### src/rtl/pipelined_add_sub.sv
// rtl/pipelined_add_sub.sv - pipelined add/subtract with a sliced carry chain and valid/ready flow control
//
// Purpose: computes A+B (ADD/ADDU) or A+~B+1 (SUB/SUBU). The carry chain is cut into
// STAGES slices of WIDTH/STAGES bits, one slice resolved per pipeline stage, least-significant first.
//
// Ports:
//   clk        rising-edge clock
//   rst_n      asynchronous active-low reset
//   in_valid   operand set on in_a/in_b/in_op is valid
//   in_ready   block accepts an operand set this cycle (= !out_valid || out_ready)
//   in_a/in_b  operands, WIDTH bits
//   in_op      00 ADD, 01 SUB, 10 ADDU, 11 SUBU
//   out_valid  result fields are valid
//   out_ready  downstream accepts the result this cycle
//   out_result sum/difference modulo 2^WIDTH
//   out_carry  carry out of the MSB (1 = no borrow for subtraction)
//   out_ovf    signed overflow, 0 for unsigned ops
//   out_zero   out_result == 0
module pipelined_add_sub #(
  parameter int WIDTH  = 32,
  parameter int STAGES = 2
) (
  input  logic             clk,
  input  logic             rst_n,
  input  logic             in_valid,
  output logic             in_ready,
  input  logic [WIDTH-1:0] in_a,
  input  logic [WIDTH-1:0] in_b,
  input  logic [1:0]       in_op,
  output logic             out_valid,
  input  logic             out_ready,
  output logic [WIDTH-1:0] out_result,
  output logic             out_carry,
  output logic             out_ovf,
  output logic             out_zero
);

  localparam int SW = WIDTH / STAGES;

  // Whole pipeline advances together; a stalled output freezes every stage.
  logic adv;
  assign adv      = !out_valid || out_ready;
  assign in_ready = adv;

  for (genvar k = 0; k < STAGES; k++) begin : stg
    // REM: operand bits still to be summed entering this stage.
    // LO:  result bits known after this stage.
    localparam int REM = WIDTH - k * SW;
    localparam int LO  = (k + 1) * SW;

    logic [REM-1:0] a_in;
    logic [REM-1:0] b_in;
    logic           c_in;
    logic           uns_in;
    logic           v_in;
    logic [SW:0]    slice_sum;
    logic [LO-1:0]  res_nxt;
    logic [LO-1:0]  res_q;
    logic           c_q;
    logic           v_q;

    if (k == 0) begin : g_head
      // Subtraction folds into addition: invert B here and inject the +1 as carry-in.
      assign a_in    = in_a;
      assign b_in    = in_op[0] ? ~in_b : in_b;
      assign c_in    = in_op[0];
      assign uns_in  = in_op[1];
      assign v_in    = in_valid;
      assign res_nxt = slice_sum[SW-1:0];
    end else begin : g_chain
      assign a_in    = stg[k-1].g_pass.a_q;
      assign b_in    = stg[k-1].g_pass.b_q;
      assign c_in    = stg[k-1].c_q;
      assign uns_in  = stg[k-1].g_pass.uns_q;
      assign v_in    = stg[k-1].v_q;
      assign res_nxt = {slice_sum[SW-1:0], stg[k-1].res_q};
    end

    assign slice_sum = {1'b0, a_in[SW-1:0]} + {1'b0, b_in[SW-1:0]} + {{SW{1'b0}}, c_in};

    always_ff @(posedge clk or negedge rst_n) begin
      if (!rst_n) begin
        v_q   <= 1'b0;
        c_q   <= 1'b0;
        res_q <= '0;
      end else if (adv) begin
        v_q   <= v_in;
        c_q   <= slice_sum[SW];
        res_q <= res_nxt;
      end
    end

    if (k < STAGES - 1) begin : g_pass
      // Only the not-yet-summed upper slices travel on.
      logic [REM-SW-1:0] a_q;
      logic [REM-SW-1:0] b_q;
      logic              uns_q;

      always_ff @(posedge clk or negedge rst_n) begin
        if (!rst_n) begin
          a_q   <= '0;
          b_q   <= '0;
          uns_q <= 1'b0;
        end else if (adv) begin
          a_q   <= a_in[REM-1:SW];
          b_q   <= b_in[REM-1:SW];
          uns_q <= uns_in;
        end
      end
    end else begin : g_last
      // Top slice holds the sign bits; b_in is already the effective (possibly inverted) B.
      logic ovf_q;

      always_ff @(posedge clk or negedge rst_n) begin
        if (!rst_n) begin
          ovf_q <= 1'b0;
        end else if (adv) begin
          ovf_q <= !uns_in && (a_in[REM-1] == b_in[REM-1]) && (slice_sum[SW-1] != a_in[REM-1]);
        end
      end
    end
  end

  assign out_valid  = stg[STAGES-1].v_q;
  assign out_result = stg[STAGES-1].res_q;
  assign out_carry  = stg[STAGES-1].c_q;
  assign out_ovf    = stg[STAGES-1].g_last.ovf_q;
  assign out_zero   = (out_result == '0);

endmodule
### config.mk
export PLATFORM = sky130hd
export DESIGN_NAME = pipelined_add_sub
export DESIGN_NICKNAME = d
export VERILOG_FILES = /design/src/rtl/pipelined_add_sub.sv
export SDC_FILE = /design/constraint.sdc
export NUM_CORES = 1
export LEC_CHECK = 0
export CAP_MARGIN = 25
export CORE_MARGIN = 3
export CORE_UTILIZATION = 40
export CTS_CLUSTER_SIZE = 8
export DETAILED_ROUTE_END_ITERATION = 10
export GPL_TIMING_DRIVEN = 0
export PLACE_DENSITY_LB_ADDON = 0.15
export SETUP_SLACK_MARGIN = 0.4
export SLEW_MARGIN = 10
export SYNTH_ARGS = -nofsm -noshare
export SYNTH_HDL_FRONTEND = slang
export SYNTH_SLANG_ARGS = --single-unit
export TNS_END_PERCENT = 20
### constraint.sdc
create_clock -name clk -period 6.73 [get_ports clk]
set_input_delay 0.673 -clock clk [delete_from_list [all_inputs] [get_ports clk]]
set_output_delay 0.673 -clock clk [all_outputs]
set_load 0.02 [all_outputs]
### Yosys cells after proc, flatten, opt, wreduce, memory -nomap -nowiden

Cells that the tools add are included.

* flip-flop bits (word level): 86
* bits in latches: 0
* RAM bits: 0
* ROM bits: 0
* input port bits: 70
* memories: 0

* add/subtract/negate cells: 4
* $mul: 0
* div/mod/pow operators: 0
* $lt $le $gt $ge: 0
* equality and inequality tests: 2
* shift-type cells: 0
* multiplexer cells: 1
* bitwise gates (word level): 1
* reductions and logical operators: 6

Operator list (number)
* $add A16 B16 Y17: 2
* $add A17 B1 Y17: 2
* $logic_not A32 Y1: 1
* $mux W32: 1
* $not A32 Y32: 1
* $logic_and A1 B1 Y1: 2
* $logic_not A1 Y1: 2
* $eq A1 B1 Y1: 1
* $logic_or A1 B1 Y1: 1
* $ne A1 B1 Y1: 1

### Logic depth before layout (Yosys ltp)

Gate-level depths: netlist (run 1).

* depth after elaboration: 4
* depth in mapped cells: 11

### Least setup slack after synthesis (run 1)

Ideal clock, no wire load.

* path kind: input to register
* start: in in_op[0]
* end: reg stg[0].res_q[8]
* library setup time: 130 ps
* data arrival time: 2855 ps
* slack: 3745 ps
* cell stages on the path: 10
* cell sequence: buf_2 > buf_1 > xor2_1 > ha_1 > nor2b_1 > o31a_2 > o31a_1 > o21ai_1 > nor4b_1 > nor3_1

* longest elaborated chain between the ends: 3

Ends and longest elaborated chain
* start, declared: RTL line 29 `input logic [1:0] in_op,`
* $mux W32: RTL line 65 `assign b_in = in_op[0] ? ~in_b : in_b;`
* $add A16 B16 Y17: RTL line 79 `assign slice_sum = {1'b0, a_in[SW-1:0]} + {1'b0, b_in[SW-1:0]} + {{SW{1'b0}}, c_in};`
* $add A17 B1 Y17 *: RTL line 79
* end signal, assigned: RTL line 89 `res_q <= res_nxt;`
* end, declared: RTL line 58 `logic [LO-1:0] res_q;`

Mark *: on every way between the ends. The rest lies on a longest branch, timed or not.
A chain may end at the register's enable or synchronous reset.

### Worst setup path after layout (run 1)

* start: in out_ready
* end: out in_ready

* longest elaborated chain between the ends: 1

Ends and longest elaborated chain
* start, declared: RTL line 31 `input logic out_ready,`
* $logic_or A1 B1 Y1: RTL line 42 `assign adv = !out_valid || out_ready;`
* end, declared: RTL line 26 `output logic in_ready,`

No other way between the ends.

==> report_table.html, run 1 <==
<table>
<tr><th>Metric</th><th>Value</th></tr>
<tr><th colspan="2">Placed design</th></tr>
<tr><td>Last weighted congestion value of the routability-driven placer</td><td>0.8689</td></tr>
<tr><td>Port Buffer Count</td><td>105</td></tr>
<tr><td>DP Worst Slack</td><td>2.747 ns</td></tr>
<tr><td>Area after DPL</td><td>0.006330 mm²</td></tr>
<tr><td>Post-DP HPWL</td><td>10370 µm</td></tr>
<tr><th colspan="2">Floorplanning</th></tr>
<tr><td>Total I/O pin count</td><td>107</td></tr>
<tr><td>Overall die height</td><td>118.3 µm</td></tr>
<tr><td>Die extent in x</td><td>118.3 µm</td></tr>
<tr><td>Cell Rows</td><td>40</td></tr>
<tr><td>Core Area</td><td>0.01216 mm²</td></tr>
<tr><td>Initial core utilization</td><td>41.47%</td></tr>
<tr><td>Die area</td><td>0.01399 mm²</td></tr>
<tr><th colspan="2">CTS</th></tr>
<tr><td>Clock buffer count from CTS</td><td>9</td></tr>
<tr><td>TritonCTS clock tree</td><td>built</td></tr>
<tr><td>Total of hold buffers inserted after clock tree synthesis</td><td>0</td></tr>
<tr><td>Clock root cell</td><td>sky130_fd_sc_hd__clkbuf_16</td></tr>
<tr><td>Worst-skew pair later-pin latency</td><td>0.33 ns</td></tr>
<tr><td>Level count of the clock H-tree</td><td>3</td></tr>
<tr><td>Clk sinks</td><td>86</td></tr>
<tr><td>Longest Clk Path Bufs</td><td>2</td></tr>
<tr><td>Post-CTS clock slew at the launch and capture registers of the worst setup and hold paths</td><td>0.06 ns</td></tr>
<tr><td>Buffer count from post-CTS setup fixing</td><td>0</td></tr>
<tr><td>Cells resized by post-CTS repair</td><td>0</td></tr>
<tr><th colspan="2">Timing</th></tr>
<tr><td>Count of final hold-check violations</td><td>0</td></tr>
<tr><td>Max transition margin</td><td>47.04%</td></tr>
<tr><td>Highest clock rate</td><td>0.2498 GHz</td></tr>
<tr><td>Measured slew at the worst slew-check pin</td><td>0.7944 ns</td></tr>
<tr><td>Setup TNS after final layout</td><td>0 ns</td></tr>
<tr><td>Final Critical Period</td><td>4.003 ns</td></tr>
<tr><td>Share of the clock period used by the worst path</td><td>59.48%</td></tr>
<tr><td>Total count of max-transition violations in the final report</td><td>0</td></tr>
<tr><td>Total setup violations reported at the end of the flow</td><td>0</td></tr>
<tr><td>RSZ-0062 raised after global routing</td><td>false</td></tr>
<tr><td>Min setup slack post-route</td><td>2.727 ns</td></tr>
<tr><td>Post-Route Skew</td><td>0.004370 ns</td></tr>
<tr><th colspan="2">Layout</th></tr>
<tr><td>Area grow syn2layout</td><td>32.85%</td></tr>
<tr><td>Multi-input logic area</td><td>0.002761 mm²</td></tr>
<tr><td>Net total in the final layout</td><td>798</td></tr>
<tr><td>Storage element area</td><td>0.002152 mm²</td></tr>
<tr><td>Non-Filler Cell Area, Final</td><td>0.006700 mm²</td></tr>
<tr><td>Fraction of layout cells with a size suffix above 1</td><td>4.714%</td></tr>
<tr><td>Number of fillers in the final layout</td><td>1156</td></tr>
<tr><td>Number of diodes</td><td>0</td></tr>
<tr><td>Fin util</td><td>55.09%</td></tr>
<tr><th colspan="2">Yosys</th></tr>
<tr><td>Post-Synthesis Mean Instance Area</td><td>8.726 µm²</td></tr>
<tr><td>Count of mapped cells out of synthesis</td><td>578</td></tr>
<tr><td>EDFF count, synth</td><td>0</td></tr>
<tr><td>Post-Syn Nets</td><td>681</td></tr>
<tr><td>Synthesis-stage register bit count</td><td>86</td></tr>
<tr><td>Mapped cell area</td><td>0.005044 mm²</td></tr>
<tr><td>Share of synthesized area occupied by flip-flops and latches</td><td>42.67%</td></tr>
<tr><td>Post-synth top flop</td><td>sky130_fd_sc_hd__dfrtp_1</td></tr>
<tr><td>Async set-or-reset flop fraction in the synthesized netlist</td><td>100.0%</td></tr>
<tr><td>Library cells used by synthesis</td><td>55</td></tr>
<tr><td>Total number of yosys warnings</td><td>0</td></tr>
<tr><th colspan="2">Routing</th></tr>
<tr><td>Overall routed net length</td><td>13340 µm</td></tr>
<tr><td>Antenna-violating nets left</td><td>0</td></tr>
<tr><td>Number of design rule violations left after detail routing</td><td>0</td></tr>
<tr><td>Via count normalized by instance count</td><td>5.146</td></tr>
<tr><td>Routed WL per cell</td><td>15.37 µm</td></tr>
<tr><td>Starting DRC count in detailed routing</td><td>304</td></tr>
<tr><td>DR pass1 iterations</td><td>4</td></tr>
<tr><td>Total via count in the routed design</td><td>4467</td></tr>
<tr><th colspan="2">Critical path</th></tr>
<tr><td>Class of the most critical setup path</td><td>in2out</td></tr>
<tr><td>Highest fanout seen on the critical path</td><td>10</td></tr>
<tr><td>Largest stage delay on the critical path</td><td>0.71 ns</td></tr>
<tr><td>Worst setup slack for register-to-register paths</td><td>3.88 ns</td></tr>
<tr><td>Critical path, cell by cell</td><td>clkdlybuf4s50_1 -&gt; nor2b_1 -&gt; clkbuf_1 -&gt; inv_2 -&gt; clkbuf_1 -&gt; buf_1 -&gt; clkdlybuf4s50_1</td></tr>
<tr><td>Endpoint class of the critical path</td><td>output pin</td></tr>
<tr><td>Required @ worst endpoint</td><td>6.06 ns</td></tr>
<tr><td>Master of the slowest instance on the critical path</td><td>sky130_fd_sc_hd__clkdlybuf4s50_1</td></tr>
<tr><td>Data arrival at the endpoint of the critical path</td><td>3.33 ns</td></tr>
<tr><td>Worst setup SP type</td><td>input pin</td></tr>
<tr><th colspan="2">Worst hold path</th></tr>
<tr><td>Classification of the worst-slack hold path</td><td>in2async</td></tr>
<tr><th colspan="2">Global routing</th></tr>
<tr><td>Total global routing track utilization</td><td>19.36%</td></tr>
<tr><td>Pin count of the biggest net entering global routing</td><td>59</td></tr>
<tr><td>Initial antenna violation count</td><td>0</td></tr>
<tr><td>First-pass GRT wire length</td><td>22110 µm</td></tr>
<tr><td>Via count of the first global-routing pass</td><td>4362</td></tr>
<tr><td>Total grt overflow</td><td>0</td></tr>
<tr><th colspan="2">Power</th></tr>
<tr><td>Power density over the cells</td><td>337.3 mW/mm²</td></tr>
<tr><td>Worst VDD drop</td><td>0.1728 mV</td></tr>
<tr><td>Leakage power total</td><td>2.909 nW</td></tr>
<tr><th colspan="2">Outcome</th></tr>
<tr><td>Status</td><td>completed</td></tr>
<tr><th colspan="2">Run</th></tr>
<tr><td>Number of max-capacitance violations reported</td><td>0</td></tr>
</table>
==> final timing paths <==
path                                 start  cells past startpoint             end
max in group asynchronous            rst_n                      2       out_carry
worst max register to register  stg[0].c_q                      8  out_result[30]
worst min-delay path                 rst_n                      1  out_result[17]
worst min register to register  stg[0].v_q                      2      stg[0].v_q
min in group clk                stg[0].v_q                      2      stg[0].v_q
worst max-delay path             out_ready                      7        in_ready
==> critical path: cells and delay by family <==
kind	cells	cell delay, ns
buf+inv	6	2.58
simple gates	1	0.07
==> cells in the final DEF (no fill, tap or decap), types with 9 or more instances in the layout <==
master	netlist	routed
sky130_fd_sc_hd__dfrtp_1	86	86
sky130_fd_sc_hd__ha_1	30	30
sky130_fd_sc_hd__o21ai_0	45	45
sky130_fd_sc_hd__nor3_1	10	10
sky130_fd_sc_hd__a21oi_1	32	32
sky130_fd_sc_hd__clkdlybuf4s50_1	0	104
sky130_fd_sc_hd__xnor2_1	31	31
sky130_fd_sc_hd__a21o_1	11	11
sky130_fd_sc_hd__nor2_1	42	42
sky130_fd_sc_hd__nand2_1	155	155
sky130_fd_sc_hd__clkbuf_16	0	9
sky130_fd_sc_hd__clkbuf_1	17	17
sky130_fd_sc_hd__xor2_1	20	20
==> cell usage after synthesis, types with 2 or more instances <==
library cell / n / share of area [%]
sky130_fd_sc_hd__a211oi_1: 8 / 1.2
sky130_fd_sc_hd__a21o_1: 11 / 1.6
sky130_fd_sc_hd__a21oi_1: 32 / 3.2
sky130_fd_sc_hd__a311oi_1: 2 / 0.35
sky130_fd_sc_hd__buf_1: 6 / 0.45
sky130_fd_sc_hd__buf_2: 2 / 0.20
sky130_fd_sc_hd__clkbuf_1: 17 / 1.3
sky130_fd_sc_hd__dfrtp_1: 86 / 43
sky130_fd_sc_hd__fa_1: 3 / 1.2
sky130_fd_sc_hd__ha_1: 30 / 7.4
sky130_fd_sc_hd__inv_1: 8 / 0.60
sky130_fd_sc_hd__nand2_1: 155 / 12
sky130_fd_sc_hd__nand2b_1: 2 / 0.25
sky130_fd_sc_hd__nand3_1: 8 / 0.79
sky130_fd_sc_hd__nand4_1: 7 / 0.87
sky130_fd_sc_hd__nor2_1: 42 / 3.1
sky130_fd_sc_hd__nor2b_1: 4 / 0.50
sky130_fd_sc_hd__nor3_1: 10 / 0.99
sky130_fd_sc_hd__nor4_1: 8 / 0.99
sky130_fd_sc_hd__nor4b_1: 2 / 0.35
sky130_fd_sc_hd__o211ai_1: 3 / 0.45
sky130_fd_sc_hd__o21ai_0: 45 / 4.5
sky130_fd_sc_hd__o21ai_1: 2 / 0.20
sky130_fd_sc_hd__o21bai_1: 4 / 0.60
sky130_fd_sc_hd__o41ai_1: 2 / 0.35
sky130_fd_sc_hd__xnor2_1: 31 / 5.4
sky130_fd_sc_hd__xor2_1: 20 / 3.5
==> layout make-up <==
type | instances | share of cell area [%]
multi-input combinational | 458 | 41.21
sequential | 86 | 32.12
timing repair buffer | 106 | 16.06
clock buffer | 9 | 3.361
tap | 168 | 3.137
clock inverter | 7 | 2.166
buffer | 25 | 1.438
inverter | 9 | 0.5042
==> cells by family (layout without fill, tap and decap cells) <==
family / count (synthesis) / count (layout) / share of synthesized area, %
buf+inv: 34 / 156 / 2.580
mux: 2 / 2 / 0.4713
compound gates: 127 / 127 / 16.32
fa+ha+maj: 33 / 33 / 8.633
flops: 86 / 86 / 42.67
xor+xnor: 51 / 51 / 8.856
simple gates: 245 / 245 / 20.47
==> per-layer routing <==
metal / track usage [%] / vias up / part of all wire, %
li1: - / 2225 / -
met1: 28.02 / 2128 / 48
met2: 29.51 / 98 / 45
met3: 4.450 / 16 / 5.1
met4: 4.542 / 0 / 1.3
met5: 0 / - / 0
==> state kept, by name, summed over array words and instances (netlist names) <==
register / count
stg.res_q: 16
out_result: 32
stg.g_pass.uns_q: 1
out_carry: 1
stg.c_q: 1
stg.g_pass.b_q: 16
out_ovf: 1
stg.g_pass.a_q: 16
out_valid: 1
stg.v_q: 1
==> through the flow <==
step | cells | power (mW) | hold slack (ns)
after global routing | 868 | 2.397 | 0.2853
after detailed placement | 852 | 1.660 | 0.4518
after global placement | 851 | 1.636 | 0.4429
after floorplan | 578 | 1.286 | 0.3774
after CTS | 868 | 2.276 | 0.2678
final | 868 | 2.260 | 0.2573
==> power breakdown <==
group          switching, mW  internal [mW]
Clock                  0.207          0.402
Combinational          0.475          0.397
Sequential             0.117          0.662
Power figures use the tool's default switching activity.
==> run 2: changes to the inputs <==
==> constraint.sdc (replaced) <==
create_clock -name clk -period 3.9 [get_ports clk]
set_input_delay 0.39 -clock clk [delete_from_list [all_inputs] [get_ports clk]]
set_output_delay 0.39 -clock clk [all_outputs]
set_load 0.02 [all_outputs]
==> report_table.html, run 2 (synthesis results as in run 1) <==
<table>
<tr><th>Metric</th><th>Value</th></tr>
<tr><th colspan="2">Outcome</th></tr>
<tr><td>Status</td><td>completed</td></tr>
<tr><th colspan="2">CTS</th></tr>
<tr><td>Post-CTS clock slew at the launch and capture registers of the worst setup and hold paths</td><td>0.06 ns</td></tr>
<tr><td>Clock buffer count from CTS</td><td>9</td></tr>
<tr><td>Level count of the clock H-tree</td><td>3</td></tr>
<tr><td>Clock root cell</td><td>sky130_fd_sc_hd__clkbuf_16</td></tr>
<tr><td>Longest Clk Path Bufs</td><td>2</td></tr>
<tr><td>Buffer count from post-CTS setup fixing</td><td>0</td></tr>
<tr><td>Worst-skew pair later-pin latency</td><td>0.33 ns</td></tr>
<tr><td>Clk sinks</td><td>86</td></tr>
<tr><td>TritonCTS clock tree</td><td>built</td></tr>
<tr><th colspan="2">Floorplanning</th></tr>
<tr><td>Total I/O pin count</td><td>107</td></tr>
<tr><td>Core Area</td><td>0.01216 mm²</td></tr>
<tr><td>Overall die height</td><td>118.3 µm</td></tr>
<tr><td>Die extent in x</td><td>118.3 µm</td></tr>
<tr><td>Cell Rows</td><td>40</td></tr>
<tr><td>Initial core utilization</td><td>41.47%</td></tr>
<tr><td>Die area</td><td>0.01399 mm²</td></tr>
<tr><th colspan="2">Placed design</th></tr>
<tr><td>Last weighted congestion value of the routability-driven placer</td><td>0.8689</td></tr>
<tr><td>Post-DP HPWL</td><td>10370 µm</td></tr>
<tr><td>Area after DPL</td><td>0.006330 mm²</td></tr>
<tr><td>Port Buffer Count</td><td>105</td></tr>
<tr><th colspan="2">Layout</th></tr>
<tr><td>Area grow syn2layout</td><td>33.07%</td></tr>
<tr><td>Fraction of layout cells with a size suffix above 1</td><td>4.850%</td></tr>
<tr><td>Non-Filler Cell Area, Final</td><td>0.006711 mm²</td></tr>
<tr><td>Number of fillers in the final layout</td><td>1154</td></tr>
<tr><td>Most common library cell in the layout ignoring fill and taps</td><td>sky130_fd_sc_hd__nand2_1</td></tr>
<tr><td>Fin util</td><td>55.19%</td></tr>
<tr><td>Net total in the final layout</td><td>799</td></tr>
<tr><td>Number of diodes</td><td>0</td></tr>
<tr><td>Number of flip-flops under the largest register name</td><td>32</td></tr>
<tr><td>Leading cell types in the layout, fill and taps excluded</td><td>sky130_fd_sc_hd__nand2_1 (155), sky130_fd_sc_hd__clkdlybuf4s50_1 (104), sky130_fd_sc_hd__dfrtp_1 (86)</td></tr>
<tr><th colspan="2">Critical path</th></tr>
<tr><td>Class of the most critical setup path</td><td>in2out</td></tr>
<tr><td>Crit path buf inv count</td><td>6</td></tr>
<tr><td>Endpoint class of the critical path</td><td>output pin</td></tr>
<tr><td>CP top delay family</td><td>buffers and inverters</td></tr>
<tr><td>Critical path, cell by cell</td><td>clkdlybuf4s50_1 -&gt; nor2b_1 -&gt; clkbuf_1 -&gt; inv_2 -&gt; clkbuf_2 -&gt; buf_1 -&gt; clkdlybuf4s50_1</td></tr>
<tr><td>Worst setup SP type</td><td>input pin</td></tr>
<tr><td>Highest fanout seen on the critical path</td><td>10</td></tr>
<tr><td>Required @ worst endpoint</td><td>3.51 ns</td></tr>
<tr><td>Master of the slowest instance on the critical path</td><td>sky130_fd_sc_hd__clkdlybuf4s50_1</td></tr>
<tr><td>Data arrival at the endpoint of the critical path</td><td>2.84 ns</td></tr>
<tr><td>Critical path's most frequent cell</td><td>sky130_fd_sc_hd__clkdlybuf4s50_1</td></tr>
<tr><td>Largest stage delay on the critical path</td><td>0.71 ns</td></tr>
<tr><th colspan="2">Routing</th></tr>
<tr><td>Overall routed net length</td><td>13370 µm</td></tr>
<tr><td>Routed WL per cell</td><td>15.39 µm</td></tr>
<tr><td>Total via count in the routed design</td><td>4478</td></tr>
<tr><td>Via count normalized by instance count</td><td>5.153</td></tr>
<tr><td>DR pass1 iterations</td><td>4</td></tr>
<tr><td>Starting DRC count in detailed routing</td><td>276</td></tr>
<tr><td>Number of design rule violations left after detail routing</td><td>0</td></tr>
<tr><td>Antenna-violating nets left</td><td>0</td></tr>
<tr><th colspan="2">Timing</th></tr>
<tr><td>Count of final hold-check violations</td><td>0</td></tr>
<tr><td>RSZ-0062 raised after global routing</td><td>false</td></tr>
<tr><td>Final hold slack</td><td>0.4074 ns</td></tr>
<tr><td>Measured slew at the worst slew-check pin</td><td>0.7924 ns</td></tr>
<tr><td>Share of the clock period used by the worst path</td><td>82.80%</td></tr>
<tr><td>Max transition margin</td><td>47.18%</td></tr>
<tr><td>Setup TNS after final layout</td><td>0 ns</td></tr>
<tr><td>Highest clock rate</td><td>0.3097 GHz</td></tr>
<tr><td>Final Critical Period</td><td>3.229 ns</td></tr>
<tr><td>Total setup violations reported at the end of the flow</td><td>0</td></tr>
<tr><td>Total count of max-transition violations in the final report</td><td>0</td></tr>
<tr><td>Post-Route Skew</td><td>0.004493 ns</td></tr>
<tr><th colspan="2">Global routing</th></tr>
<tr><td>Total grt overflow</td><td>0</td></tr>
<tr><td>Total global routing track utilization</td><td>19.36%</td></tr>
<tr><td>Via count of the first global-routing pass</td><td>4362</td></tr>
<tr><td>Pin count of the biggest net entering global routing</td><td>59</td></tr>
<tr><td>First-pass GRT wire length</td><td>22110 µm</td></tr>
<tr><td>Initial antenna violation count</td><td>0</td></tr>
<tr><th colspan="2">Power</th></tr>
<tr><td>Leakage power total</td><td>2.916 nW</td></tr>
<tr><td>Worst VDD drop</td><td>0.2979 mV</td></tr>
<tr><td>Power density over the cells</td><td>581.2 mW/mm²</td></tr>
<tr><td>PnR Total Power</td><td>3.901 mW</td></tr>
<tr><th colspan="2">Worst hold path</th></tr>
<tr><td>Classification of the worst-slack hold path</td><td>in2reg</td></tr>
<tr><th colspan="2">Run</th></tr>
<tr><td>Number of max-capacitance violations reported</td><td>0</td></tr>
</table>
## run 2: cell types whose count changed in the layout (fill, tap and decap cells not counted)
cell,previous run,this run
sky130_fd_sc_hd__clkbuf_1,17,16
sky130_fd_sc_hd__clkbuf_2,0,1
sky130_fd_sc_hd__dlygate4sd3_1,0,1
## run 2: final timing paths
| path | from | end | slack, ns | cells past startpoint |
|---|---|---|---|---|
| setup / recovery | out_ready | in_ready | 0.67 | 7 |
| hold / removal | in_op[0] | stg[0].g_pass.b_q[15] | 0.41 | 3 |
| setup reg to reg | stg[0].c_q | out_result[30] | 1.05 | 8 |
| hold reg to reg | stg[0].v_q | stg[0].v_q | 0.46 | 2 |
| max in group asynchronous | rst_n | out_carry | 2.77 | 3 |
| min in group asynchronous | rst_n | out_result[17] | 0.52 | 2 |
## run 2: final cells by class
type	count	area, µm²	area share [%]
Multi-Input combinational cell	458	2761	41.14
Sequential cell	86	2152	32.07
Buffer	25	97.59	1.454
Clock inverter	7	145.1	2.163
Clock buffer	9	225.2	3.356
Inverter	9	33.78	0.5034
Timing Repair Buffer	107	1086	16.18
Tap cell	168	210.2	3.132
## run 2: stage by stage
step	setup WS, ns	instances
floorplan	1.198	578
global placement	-0.5657	851
detailed placement	0.4833	852
CTS	0.4993	869
global route	0.5797	869
finish	0.6707	869
## run 2: repair_timing
item | CTS | global route
resized for setup | 0 | 2
endpoints found under the hold margin | 28 | 0
setup endpoints to repair | 0 | 1
hold buffers | 1 | 0
## run 2: layer usage
layer  up-vias  part of all wire (%)  GRT usage [%]  routed length [µm]
met1      2126                    48          28.05                6386
li1       2229                     -              -                   -
met2       108                    45          29.51                6042
met4         0                   1.3          4.542                 176
met3        15                   5.7          4.402                 768
met5         -                     0              0                   0
## run 2: worst min-delay path, delay by kind of cell
kind	cells	cell delay, ns
buffers and inverters	1	0.13
xor gates and xnor gates	1	0.11
AOI/OAI and AO/OA	1	0.06
## run 2: power by group
group          switching, mW  internal [mW]  leakage, nW  total [mW]
combinational          0.821          0.686         1.72        1.51
sequential             0.202           1.14         1.02        1.34
clock                  0.356          0.694        0.176        1.05
total                   1.38           2.52         2.92        3.90
==> run 3: changes to the inputs <==
==> constraint.sdc (replaced) <==
create_clock -name clk -period 3 [get_ports clk]
set_input_delay 0.3 -clock clk [delete_from_list [all_inputs] [get_ports clk]]
set_output_delay 0.3 -clock clk [all_outputs]
set_load 0.02 [all_outputs]
==> report_table.html, run 3 (synthesis results as in run 1) <==
<table>
<tr><th>Metric</th><th>Value</th></tr>
<tr><th colspan="2">Outcome</th></tr>
<tr><td>Status</td><td>completed</td></tr>
<tr><th colspan="2">Routing</th></tr>
<tr><td>WL met3</td><td>783 µm</td></tr>
<tr><td>Routed length on met2</td><td>5939 µm</td></tr>
<tr><td>Routed WL per cell</td><td>15.24 µm</td></tr>
<tr><td>DR pass1 iterations</td><td>4</td></tr>
<tr><td>Top layer reached by signal wires</td><td>met4</td></tr>
<tr><td>Antenna-violating nets left</td><td>0</td></tr>
<tr><td>Via count normalized by instance count</td><td>5.163</td></tr>
<tr><td>Total via count in the routed design</td><td>4492</td></tr>
<tr><td>Starting DRC count in detailed routing</td><td>346</td></tr>
<tr><td>Number of design rule violations left after detail routing</td><td>0</td></tr>
<tr><td>Overall routed net length</td><td>13260 µm</td></tr>
<tr><td>Met1 WL</td><td>6356 µm</td></tr>
<tr><th colspan="2">Global routing</th></tr>
<tr><td>Pin count of the biggest net entering global routing</td><td>59</td></tr>
<tr><td>First-pass GRT wire length</td><td>21410 µm</td></tr>
<tr><td>Via count of the first global-routing pass</td><td>4269</td></tr>
<tr><td>Initial antenna violation count</td><td>0</td></tr>
<tr><td>Total global routing track utilization</td><td>18.91%</td></tr>
<tr><td>Total grt overflow</td><td>0</td></tr>
<tr><th colspan="2">Layout</th></tr>
<tr><td>Number of diodes</td><td>0</td></tr>
<tr><td>Fraction of layout cells with a size suffix above 1</td><td>5.840%</td></tr>
<tr><td>Most common library cell in the layout ignoring fill and taps</td><td>sky130_fd_sc_hd__nand2_1</td></tr>
<tr><td>Multi-input logic area</td><td>0.002773 mm²</td></tr>
<tr><td>Storage element area</td><td>0.002152 mm²</td></tr>
<tr><td>Number of fillers in the final layout</td><td>1154</td></tr>
<tr><td>Non-filler cells, final</td><td>870</td></tr>
<tr><td>Area grow syn2layout</td><td>32.55%</td></tr>
<tr><td>Leading cell types in the layout, fill and taps excluded</td><td>sky130_fd_sc_hd__nand2_1 (155), sky130_fd_sc_hd__clkdlybuf4s50_1 (103), sky130_fd_sc_hd__dfrtp_1 (86)</td></tr>
<tr><td>Number of flip-flops under the largest register name</td><td>32</td></tr>
<tr><td>Net total in the final layout</td><td>800</td></tr>
<tr><th colspan="2">Power</th></tr>
<tr><td>Power density over the cells</td><td>735.4 mW/mm²</td></tr>
<tr><td>Leakage power total</td><td>2.909 nW</td></tr>
<tr><td>PnR Total Power</td><td>4.916 mW</td></tr>
<tr><td>Worst VDD drop</td><td>0.3868 mV</td></tr>
<tr><td>Relative contribution of combinational cells to total power</td><td>40.1%</td></tr>
<tr><td>Design internal power</td><td>3.121 mW</td></tr>
<tr><td>Clock network power share</td><td>24.4%</td></tr>
<tr><td>Net switching power of the design</td><td>1.795 mW</td></tr>
<tr><td>Fraction of power spent switching nets</td><td>36.51%</td></tr>
<tr><td>Sequential cell fraction of total power</td><td>35.5%</td></tr>
<tr><th colspan="2">Critical path</th></tr>
<tr><td>Master of the slowest instance on the critical path</td><td>sky130_fd_sc_hd__nor4_1</td></tr>
<tr><td>Critical path, cell by cell</td><td>nor4_1 -&gt; nand4_1 -&gt; nor2_1 -&gt; clkdlybuf4s50_1</td></tr>
<tr><td>Largest stage delay on the critical path</td><td>0.70 ns</td></tr>
<tr><td>Endpoint class of the critical path</td><td>output pin</td></tr>
<tr><td>Data arrival at the endpoint of the critical path</td><td>2.40 ns</td></tr>
<tr><td>Required @ worst endpoint</td><td>2.70 ns</td></tr>
<tr><td>Highest fanout seen on the critical path</td><td>3</td></tr>
<tr><td>Class of the most critical setup path</td><td>reg2out</td></tr>
<tr><td>Worst setup SP type</td><td>flip-flop</td></tr>
<tr><th colspan="2">Floorplanning</th></tr>
<tr><td>Total I/O pin count</td><td>107</td></tr>
<tr><td>Initial core utilization</td><td>41.47%</td></tr>
<tr><td>Cell Rows</td><td>40</td></tr>
<tr><td>Die extent in x</td><td>118.3 µm</td></tr>
<tr><td>Core Area</td><td>0.01216 mm²</td></tr>
<tr><td>Overall die height</td><td>118.3 µm</td></tr>
<tr><td>Die area</td><td>0.01399 mm²</td></tr>
<tr><th colspan="2">Worst hold path</th></tr>
<tr><td>Classification of the worst-slack hold path</td><td>in2reg</td></tr>
<tr><th colspan="2">CTS</th></tr>
<tr><td>Post-CTS clock slew at the launch and capture registers of the worst setup and hold paths</td><td>0.07 ns</td></tr>
<tr><td>Level count of the clock H-tree</td><td>3</td></tr>
<tr><td>Clock buffer count from CTS</td><td>9</td></tr>
<tr><td>Longest Clk Path Bufs</td><td>2</td></tr>
<tr><td>Clock root cell</td><td>sky130_fd_sc_hd__clkbuf_16</td></tr>
<tr><td>Worst-skew pair later-pin latency</td><td>0.34 ns</td></tr>
<tr><td>TritonCTS clock tree</td><td>built</td></tr>
<tr><td>Clk sinks</td><td>86</td></tr>
<tr><th colspan="2">Timing</th></tr>
<tr><td>Measured slew at the worst slew-check pin</td><td>0.8036 ns</td></tr>
<tr><td>Min setup slack post-route</td><td>0.3001 ns</td></tr>
<tr><td>Max transition margin</td><td>46.43%</td></tr>
<tr><td>Final Critical Period</td><td>2.700 ns</td></tr>
<tr><td>Highest clock rate</td><td>0.3704 GHz</td></tr>
<tr><td>RSZ-0062 raised after global routing</td><td>true</td></tr>
<tr><td>Total setup violations reported at the end of the flow</td><td>0</td></tr>
<tr><td>Share of the clock period used by the worst path</td><td>90.00%</td></tr>
<tr><td>Count of final hold-check violations</td><td>0</td></tr>
<tr><td>Post-Route Skew</td><td>0.006557 ns</td></tr>
<tr><td>Total count of max-transition violations in the final report</td><td>0</td></tr>
<tr><th colspan="2">Placed design</th></tr>
<tr><td>DP Worst Slack</td><td>-0.2226 ns</td></tr>
<tr><td>Last weighted congestion value of the routability-driven placer</td><td>0.8655</td></tr>
<tr><td>Post-DP HPWL</td><td>10270 µm</td></tr>
<tr><td>Port Buffer Count</td><td>105</td></tr>
<tr><td>Instance count after placement with tap cells included</td><td>852</td></tr>
<tr><th colspan="2">Run</th></tr>
<tr><td>Number of max-capacitance violations reported</td><td>0</td></tr>
</table>
-- run 3: cell types whose count changed in the layout (fill, tap and decap cells not counted), moves of 2 or more --
cell                        change
sky130_fd_sc_hd__bufinv_16      -2
sky130_fd_sc_hd__buf_2          +2
sky130_fd_sc_hd__clkinv_2       +2
sky130_fd_sc_hd__buf_1          -2
-- run 3: power by group through the flow --
stage	combinational (mW)	clock, mW	sequential, mW
2_1_floorplan	0.963	0	1.92
3_3_place_gp	1.92	0	1.76
3_5_place_dp	1.96	0	1.77
4_1_cts	1.97	1.21	1.75
5_1_grt	2.16	1.27	1.79
6_report	1.97	1.20	1.74
-- run 3: path summary, 6_finish.rpt --
check	start	endpoint	slack (ns)	depth (start not counted)
worst max-delay path	out_result[1]	out_zero	0.30	4
worst min register to register	stg[0].g_pass.uns_q	out_ovf	0.46	1
worst min-delay path	in_op[0]	stg[0].g_pass.b_q[15]	0.32	3
worst max register to register	stg[0].c_q	out_result[26]	0.50	8
min in group asynchronous	rst_n	out_result[19]	0.43	2
max in group asynchronous	rst_n	out_carry	1.96	3
-- run 3: final cells by class --
| class | instances | share of cell area (%) |
|---|---|---|
| Multi-Input combinational cell | 458 | 41.47 |
| Sequential cell | 86 | 32.19 |
| Timing Repair Buffer | 108 | 16.34 |
| Clock buffer | 9 | 3.369 |
| Tap cell | 168 | 3.144 |
| Buffer | 25 | 1.553 |
| Clock inverter | 7 | 1.422 |
| Inverter | 9 | 0.5053 |
-- run 3: critical path: cells and delay by family, from the launching register on --
family                 cells  cell delay (ns)
buffers and inverters      1             0.61
AND/OR/NAND/NOR            3             1.02
flip-flops                 1             0.43
-- run 3: routing by layer --
layer	vias to the layer above	global-route usage [%]
met2	118	29.08
met5	-	0
li1	2220	-
met3	15	4.306
met1	2139	26.94
met4	0	4.982
-- run 3: timing repair --
| item | in CTS | in global routing |
|---|---|---|
| hold endpoints to repair | 28 | 0 |
| cloned | 0 | 0 |
| setup endpoints to repair | 7 | 10 |
| hold buffers | 1 | 0 |
| setup buffers | 0 | 1 |
| pin swaps | 0 | 2 |
| gates resized for setup | 5 | 5 |
-- run 3: per-stage QoR --
step,area (µm²),hold WS [ns],util (%),setup TNS (ns)
6_report,6685,0.3183,54.97,0
5_1_grt,6685,0.3439,54.97,0
3_5_place_dp,6331,0.2530,52.06,-0.2226
2_1_floorplan,5045,0.004409,-,0
3_3_place_gp,6306,0.4415,51.85,-117.23
4_1_cts,6669,0.3184,54.84,0
